**config.mk**
```make
export PLATFORM = sky130hd
export DESIGN_NAME = irq_sched_flat
export DESIGN_NICKNAME = d
export VERILOG_FILES = /design/src/rtl/irq_sched_pkg.sv /design/src/rtl/irq_sched_if.sv /design/src/rtl/irq_sched_pick.sv /design/src/rtl/irq_sched.sv /design/src/flat_wrapper.sv
export SDC_FILE = /design/constraint.sdc
export NUM_CORES = 1
export LEC_CHECK = 0
export ABC_AREA = 1
export CAP_MARGIN = 0
export CORE_UTILIZATION = 47
export CTS_CLUSTER_SIZE = 10
export DETAILED_ROUTE_END_ITERATION = 12
export GPL_TIMING_DRIVEN = 0
export PLACE_DENSITY = 0.85
export SLEW_MARGIN = 15
export SYNTH_ARGS = -nofsm -noshare
export SYNTH_HDL_FRONTEND = slang
export SYNTH_SLANG_ARGS = --single-unit
```
**constraint.sdc**
```tcl
create_clock -name clk -period 2.21 [get_ports clk]
set_input_delay 0.5525 -clock clk [delete_from_list [all_inputs] [get_ports clk]]
set_output_delay 0.5525 -clock clk [all_outputs]
set_load 0.01 [all_outputs]
```
**src/rtl/irq_sched_pkg.sv**
```systemverilog
// irq_sched_pkg: shared constants and types for the interrupt scheduler
// Holds the register addresses, the FSM state encoding and the STATUS/CTRL bit positions.
package irq_sched_pkg;
  localparam logic [1:0] ADDR_MASK = 2'd0;
  localparam logic [1:0] ADDR_PEND = 2'd1;
  localparam logic [1:0] ADDR_CTRL = 2'd2;
  localparam logic [1:0] ADDR_STAT = 2'd3;
  localparam int STAT_CLAIM = 0;
  localparam int STAT_EOI   = 1;
  localparam int CTRL_GE    = 31;
  typedef enum logic [1:0] {
    IDLE = 2'd0,
    REQ  = 2'd1,
    SERV = 2'd2
  } state_t;
endpackage

```
**src/rtl/irq_sched_if.sv**
```systemverilog
// irq_sched_if: bridge device-slot bus for the interrupt scheduler
// Signals: PrAddr (word address), Wr_en (write strobe), Data_in (write data),
// Data_out (combinational read data). master = bridge side, slave = device side.
interface irq_sched_if;
  logic [1:0]  PrAddr;
  logic        Wr_en;
  logic [31:0] Data_in;
  logic [31:0] Data_out;
  modport master (output PrAddr, output Wr_en, output Data_in, input Data_out);
  modport slave (input PrAddr, input Wr_en, input Data_in, output Data_out);
endinterface

```
**src/rtl/irq_sched_pick.sv**
```systemverilog
// irq_sched_pick: combinational winner selection among eligible sources
// Ports: elig (eligible vector), ptr (last-served id, IRQ_SCHED_RR_EN builds only),
// id (winning source), valid (any source eligible).
// IRQ_SCHED_RR_EN: search starts at ptr+1 and wraps; otherwise lowest index wins.
module irq_sched_pick #(
  parameter int NSRC = 6,
  parameter int IDW  = 4
) (
  input  logic [NSRC-1:0] elig,
`ifdef IRQ_SCHED_RR_EN
  input  logic [IDW-1:0]  ptr,
`endif
  output logic [IDW-1:0]  id,
  output logic            valid
);
  always_comb begin
    id = '0;
    valid = |elig;
`ifdef IRQ_SCHED_RR_EN
    // Scan from farthest to nearest so the first source after ptr ends up winning.
    for (int k = NSRC - 1; k >= 0; k--) begin
      if (|(elig & (NSRC'(1) << ((int'(ptr) + 1 + k) % NSRC)))) id = IDW'((int'(ptr) + 1 + k) % NSRC);
    end
`else
    for (int k = NSRC - 1; k >= 0; k--) begin
      if (|(elig & (NSRC'(1) << k))) id = IDW'(k);
    end
`endif
  end
endmodule

```
**src/rtl/irq_sched.sv**
```systemverilog
// irq_sched: programmable interrupt scheduler with request/claim/EOI handshake
// Ports: clk, reset (async, active high), bus (slave: PrAddr/Wr_en/Data_in/Data_out),
// dev_irq (raw level-high device lines), IRQ (registered request to the CPU).
// Registers: 0 MASK, 1 PEND (W1C), 2 CTRL {GE[31], TRIG}, 3 STATUS {state, id} / {EOI, CLAIM}.
// IRQ_SCHED_RR_EN selects round-robin priority with a last-served pointer.
module irq_sched
  import irq_sched_pkg::*;
#(
  parameter int NSRC = 6,
  parameter int IDW  = 4
) (
  input  logic            clk,
  input  logic            reset,
  irq_sched_if.slave      bus,
  input  logic [NSRC-1:0] dev_irq,
  output logic            IRQ
);
  logic [NSRC-1:0] mask_q, mask_d, pend_q, pend_d, trig_q, trig_d, dly_q, dly_d;
  logic            ge_q, ge_d, irq_q, irq_d;
  state_t          state_q, state_d;
  logic [IDW-1:0]  id_q, id_d, win_id;
  logic            win_valid;
  logic [NSRC-1:0] elig, id_hot, serv_vec, w1c, eoi_clr, edge_v;
  logic            wr_mask, wr_pend, wr_ctrl, wr_stat, claim, eoi, still_elig;
  logic            unused;
  assign unused = ^bus.Data_in;
`ifdef IRQ_SCHED_RR_EN
  logic [IDW-1:0] ptr_q, ptr_d;
  irq_sched_pick #(.NSRC(NSRC), .IDW(IDW)) u_pick (.elig(elig), .ptr(ptr_q), .id(win_id), .valid(win_valid));
  assign ptr_d = eoi ? id_q : ptr_q;
  always_ff @(posedge clk or posedge reset) begin
    if (reset) ptr_q <= '0;
    else ptr_q <= ptr_d;
  end
`else
  irq_sched_pick #(.NSRC(NSRC), .IDW(IDW)) u_pick (.elig(elig), .id(win_id), .valid(win_valid));
`endif
  assign wr_mask = bus.Wr_en && bus.PrAddr == ADDR_MASK;
  assign wr_pend = bus.Wr_en && bus.PrAddr == ADDR_PEND;
  assign wr_ctrl = bus.Wr_en && bus.PrAddr == ADDR_CTRL;
  assign wr_stat = bus.Wr_en && bus.PrAddr == ADDR_STAT;
  // Gating by state makes CLAIM win in REQ and EOI win in SERV when both bits are set.
  assign claim = wr_stat && bus.Data_in[STAT_CLAIM] && state_q == REQ;
  assign eoi = wr_stat && bus.Data_in[STAT_EOI] && state_q == SERV;
  assign elig = ge_q ? (pend_q & mask_q) : '0;
  assign id_hot = NSRC'(1) << id_q;
  assign still_elig = |(elig & id_hot);
  assign serv_vec = state_q == SERV ? id_hot : '0;
  assign w1c = wr_pend ? bus.Data_in[NSRC-1:0] : '0;
  assign eoi_clr = eoi ? (id_hot & trig_q) : '0;
  assign edge_v = dev_irq & ~dly_q;
  always_comb begin
    mask_d = wr_mask ? bus.Data_in[NSRC-1:0] : mask_q;
    trig_d = wr_ctrl ? bus.Data_in[NSRC-1:0] : trig_q;
    ge_d = wr_ctrl ? bus.Data_in[CTRL_GE] : ge_q;
    dly_d = dev_irq;
    // Edge sources: a new edge beats W1C/EOI. Level sources track the line unless in service.
    pend_d = (trig_q & (edge_v | (pend_q & ~w1c & ~eoi_clr)))
           | (~trig_q & ((serv_vec & pend_q & ~w1c) | (~serv_vec & dev_irq)));
    state_d = state_q;
    id_d = id_q;
    irq_d = 1'b0;
    case (state_q)
      IDLE: begin
        state_d = win_valid ? REQ : IDLE;
        id_d = win_valid ? win_id : id_q;
      end
      REQ: begin
        state_d = claim ? SERV : (still_elig ? REQ : IDLE);
        irq_d = !claim && still_elig;
      end
      SERV: state_d = eoi ? IDLE : SERV;
      default: state_d = IDLE;
    endcase
  end
  always_ff @(posedge clk or posedge reset) begin
    if (reset) begin
      mask_q <= '0;
      pend_q <= '0;
      trig_q <= '0;
      dly_q <= '0;
      ge_q <= 1'b0;
      irq_q <= 1'b0;
      state_q <= IDLE;
      id_q <= '0;
    end else begin
      mask_q <= mask_d;
      pend_q <= pend_d;
      trig_q <= trig_d;
      dly_q <= dly_d;
      ge_q <= ge_d;
      irq_q <= irq_d;
      state_q <= state_d;
      id_q <= id_d;
    end
  end
  assign IRQ = irq_q;
  assign bus.Data_out = bus.PrAddr == ADDR_MASK ? 32'(mask_q)
                      : bus.PrAddr == ADDR_PEND ? 32'(pend_q)
                      : bus.PrAddr == ADDR_CTRL ? ({ge_q, 31'b0} | 32'(trig_q))
                      : ((32'(state_q) << 30) | 32'(id_q));
endmodule

```
**src/flat_wrapper.sv**
```systemverilog
// flat-port wrapper written by rule: the top's interface ports become plain ports
module irq_sched_flat import irq_sched_pkg::*;
#(
  parameter int NSRC = 6,
  parameter int IDW  = 4
)
  (clk, reset, dev_irq, IRQ, bus_PrAddr, bus_Wr_en, bus_Data_in, bus_Data_out);
  irq_sched_if bus_i ();
  input  logic clk;
  input  logic reset;
  input  logic [NSRC-1:0] dev_irq;
  output logic IRQ;
  input wire logic [$bits(bus_i.PrAddr)-1:0] bus_PrAddr;
  input wire logic [$bits(bus_i.Wr_en)-1:0] bus_Wr_en;
  input wire logic [$bits(bus_i.Data_in)-1:0] bus_Data_in;
  output wire logic [$bits(bus_i.Data_out)-1:0] bus_Data_out;
  assign bus_i.PrAddr = bus_PrAddr;
  assign bus_i.Wr_en = bus_Wr_en;
  assign bus_i.Data_in = bus_Data_in;
  assign bus_Data_out = bus_i.Data_out;
  irq_sched #(.NSRC(NSRC), .IDW(IDW)) u_core (.clk(clk), .reset(reset), .bus(bus_i), .dev_irq(dev_irq), .IRQ(IRQ));
endmodule
```
==> results.sh <==
export IMPL_fill_cells=364
export IMPL_top_layer="met4"
export IMPL_hold_viol=0
export IMPL_skew_ns=0.007377
export IMPL_synth_area_leaders="dfrtp_1, nand2_1, buf_4, inv_1, nand3_1"
export IMPL_layout_drive_gt1_share_pct=19.40
export IMPL_fp_dieArea_sq_mm=0.004472
export IMPL_viasPerCell=4.831
export IMPL_p_total_mw=1.765
export IMPL_tns_ns=0
export IMPL_final_cell_count_no_fill=385
export IMPL_p_leak_nw=1.363
export IMPL_synth_edf_count=0
export IMPL_fin_crit_ns=2.133
export IMPL_rows=23
export IMPL_worst_pin_slew_ns=0.6339
export IMPL_ios=76
export IMPL_required_ns=1.66
export IMPL_yosysTopAreaCell="dfrtp_1"
export IMPL_synthesis_area_sq_mm=0.001978
export IMPL_async_reset_ff_share_pct=100.0
export IMPL_status="complete, no violations"
export IMPL_clk_pin_slew_ns=0.06
export IMPL_htree_levels=2
export IMPL_fin_nets=377
export IMPL_clock_path_buffers=2
export IMPL_ys_seq_area_share_pct=39.22
export IMPL_cts_buffers=5
export IMPL_ant_nets=0
export IMPL_track_usage_pct=22.36
export IMPL_ys_warn_count=0
export IMPL_drc=0
export IMPL_yosysMostFrequentCell="nand2_1"
export IMPL_dieHeight_microns=66.88
export IMPL_wl_met1_microns=1823
export IMPL_firstDrtPassIters=5
export IMPL_coreArea_sq_mm=0.004029
export IMPL_totalWireLength_microns=4356
export IMPL_path_max_fanout=6
export IMPL_num_vias=1860
export IMPL_synth_seq_cells=31
export IMPL_grt_setup_unrepaired="no"
export IMPL_vdd_drop_max_uv=420.8
export IMPL_grt_pass1_vias=1673
export IMPL_start_kind="primary input"
export IMPL_setup_violations=0
export IMPL_multi_input_area_sq_um=914.6
export IMPL_die_width_microns=66.88
export IMPL_num_antenna_cells=0
export IMPL_synth_top_area_share_pct=39.22
export IMPL_synth_distinct_cells=24
export IMPL_syn_inst=275
export IMPL_hp_class="flip-flop to flip-flop"
export IMPL_synth_flop_cell="dfrtp_1"
export IMPL_fin_hold_ws_ns=0.5180
export IMPL_dpl_cell_count=373
export IMPL_netlist_top_cells_count="nand2_1, inv_1, dfrtp_1"
export IMPL_period_share_pct=96.53
export IMPL_max_cap_violations=0
export IMPL_tritoncts="done"
export IMPL_power_density_mw_per_mm2=710.7
export IMPL_hold_buffers=0
export IMPL_reg2regPathDepth=6
export IMPL_max_slew_margin_pct=57.68
export IMPL_cp_end_kind="primary output"
export IMPL_place_port_buffers=25
export IMPL_wl_per_cell_microns=11.31
export IMPL_hold_depth=2
export IMPL_grt_pass1_wl_microns=7389
export IMPL_dp_hpwl_microns=3253
export IMPL_routed_wl_met2_microns=2133
export IMPL_fmax_mhz=468.8
export IMPL_cts_sinks=31
export IMPL_overflow=0
export IMPL_antenna_found_initial=0
export IMPL_place_congestion=0.9509
export IMPL_grt_max_degree=32
export IMPL_ff_latch_area_sq_um=775.7
export IMPL_avgSynthCellArea_sq_um=7.193
export IMPL_cts_root_buf="clkbuf_8"
export IMPL_path_class="primary input to primary output"
export IMPL_cp_arrival_ns=1.58
export IMPL_drt_iter0_markers=139
export IMPL_maxSlewViolCount=0
export IMPL_wl_met3_microns=326
export IMPL_start_util_pct=49.10
export IMPL_area_growth_pct=25.55
export IMPL_insertion_delay_ns=0.29
==> power breakdown <==
group	switching (mW)	internal, mW	leakage (nW)
Clock	0.208	0.219	0.0412
Combinational	0.339	0.235	0.941
Sequential	0.0946	0.669	0.380
==> through the flow <==
stage	area [sq um]	util [%]	setup slack, ns
detailed placement	2377	59.01	-0.8568
floorplan	2064	-	0.4629
CTS	2486	61.71	0.0008962
finish	2484	61.65	0.07669
global route	2484	61.65	0.01545
global placement	2377	59.01	-0.8202
==> cells by family (layout without fill, tap and decap cells) <==
family	count (synthesis)	after routing	synth area share (%)
compound gates	38	38	10.12
buf+inv	69	106	19.04
flops	31	31	39.22
other cells	1	24	0.1896
simple gates	136	136	31.44
==> critical path: stages <==
cell             delay, ns
buf_4                 0.14
inv_2                 0.07
nor2_4                0.15
inv_2                 0.09
o21ai_0               0.09
o21ai_1               0.10
a21oi_1               0.14
clkdlybuf4s15_2       0.24
==> worst paths after layout <==
kind	start	end	slack (ns)
max	bus_PrAddr[1]	bus_Data_out[0]	0.08
max reg2reg	u_core.ge_q$_DFFE_PP0P_	u_core.id_q[0]$_DFFE_PP0P_	0.84
min	u_core.trig_q[3]$_DFFE_PP0P_	u_core.pend_q[3]$_DFF_PP0_	0.52
max in group asynchronous	reset	u_core.state_q[0]$_DFF_PP0_	1.13
min reg2reg	u_core.trig_q[3]$_DFFE_PP0P_	u_core.pend_q[3]$_DFF_PP0_	0.52
min in group asynchronous	reset	u_core.trig_q[2]$_DFFE_PP0P_	0.67
==> layout by cell type (no fill, tap or decap), types with 4 or more instances in the layout <==
cell             Yosys  final
o21ai_0             17     16
or2_2                5      5
inv_2                4      6
nand2_1             73     73
nand3_2              4      4
o21ai_1             10     11
clkdlybuf4s50_1      0     16
clkbuf_8             0      5
nand3_1             27     27
dlygate4sd2_1        0      4
conb_1               1     24
nor2_1              17     16
dfrtp_1             31     31
buf_4               25     31
nor3_1               4      4
a21oi_1              7      7
inv_1               36     34
==> flip-flops by register name (all words and copies together), names as in the netlist <==
signal / count
u_core.trig_q: 6
u_core.pend_q: 6
u_core.ge_q: 1
u_core.IRQ: 1
u_core.dly_q: 6
u_core.state_q: 2
u_core.id_q: 3
u_core.mask_q: 6
==> final cells by class <==
cell class / instances / area share [%]
Clock buffer: 6 / 2.922
Sequential cell: 31 / 31.23
Tap cell: 50 / 2.519
Clock inverter: 2 / 0.5038
Buffer: 29 / 9.118
Timing Repair Buffer: 29 / 10.83
Inverter: 40 / 6.045
Multi-Input combinational cell: 198 / 36.83
==> timing repair <==
action | in CTS | in global routing
endpoints found under the setup margin | 8 | 3
gates resized for setup | 22 | 4
pin swaps | 0 | 0
buffers inserted | 4 | 0
hold endpoints to repair | 0 | 0
==> per-layer routing <==
metal | track usage [%] | vias to the layer above
met5 | 0 | -
met2 | 36.62 | 77
met4 | 9.043 | 0
li1 | - | 937
met3 | 4.110 | 11
met1 | 28.83 | 835
No activity file was read; power rests on OpenSTA's default activity.
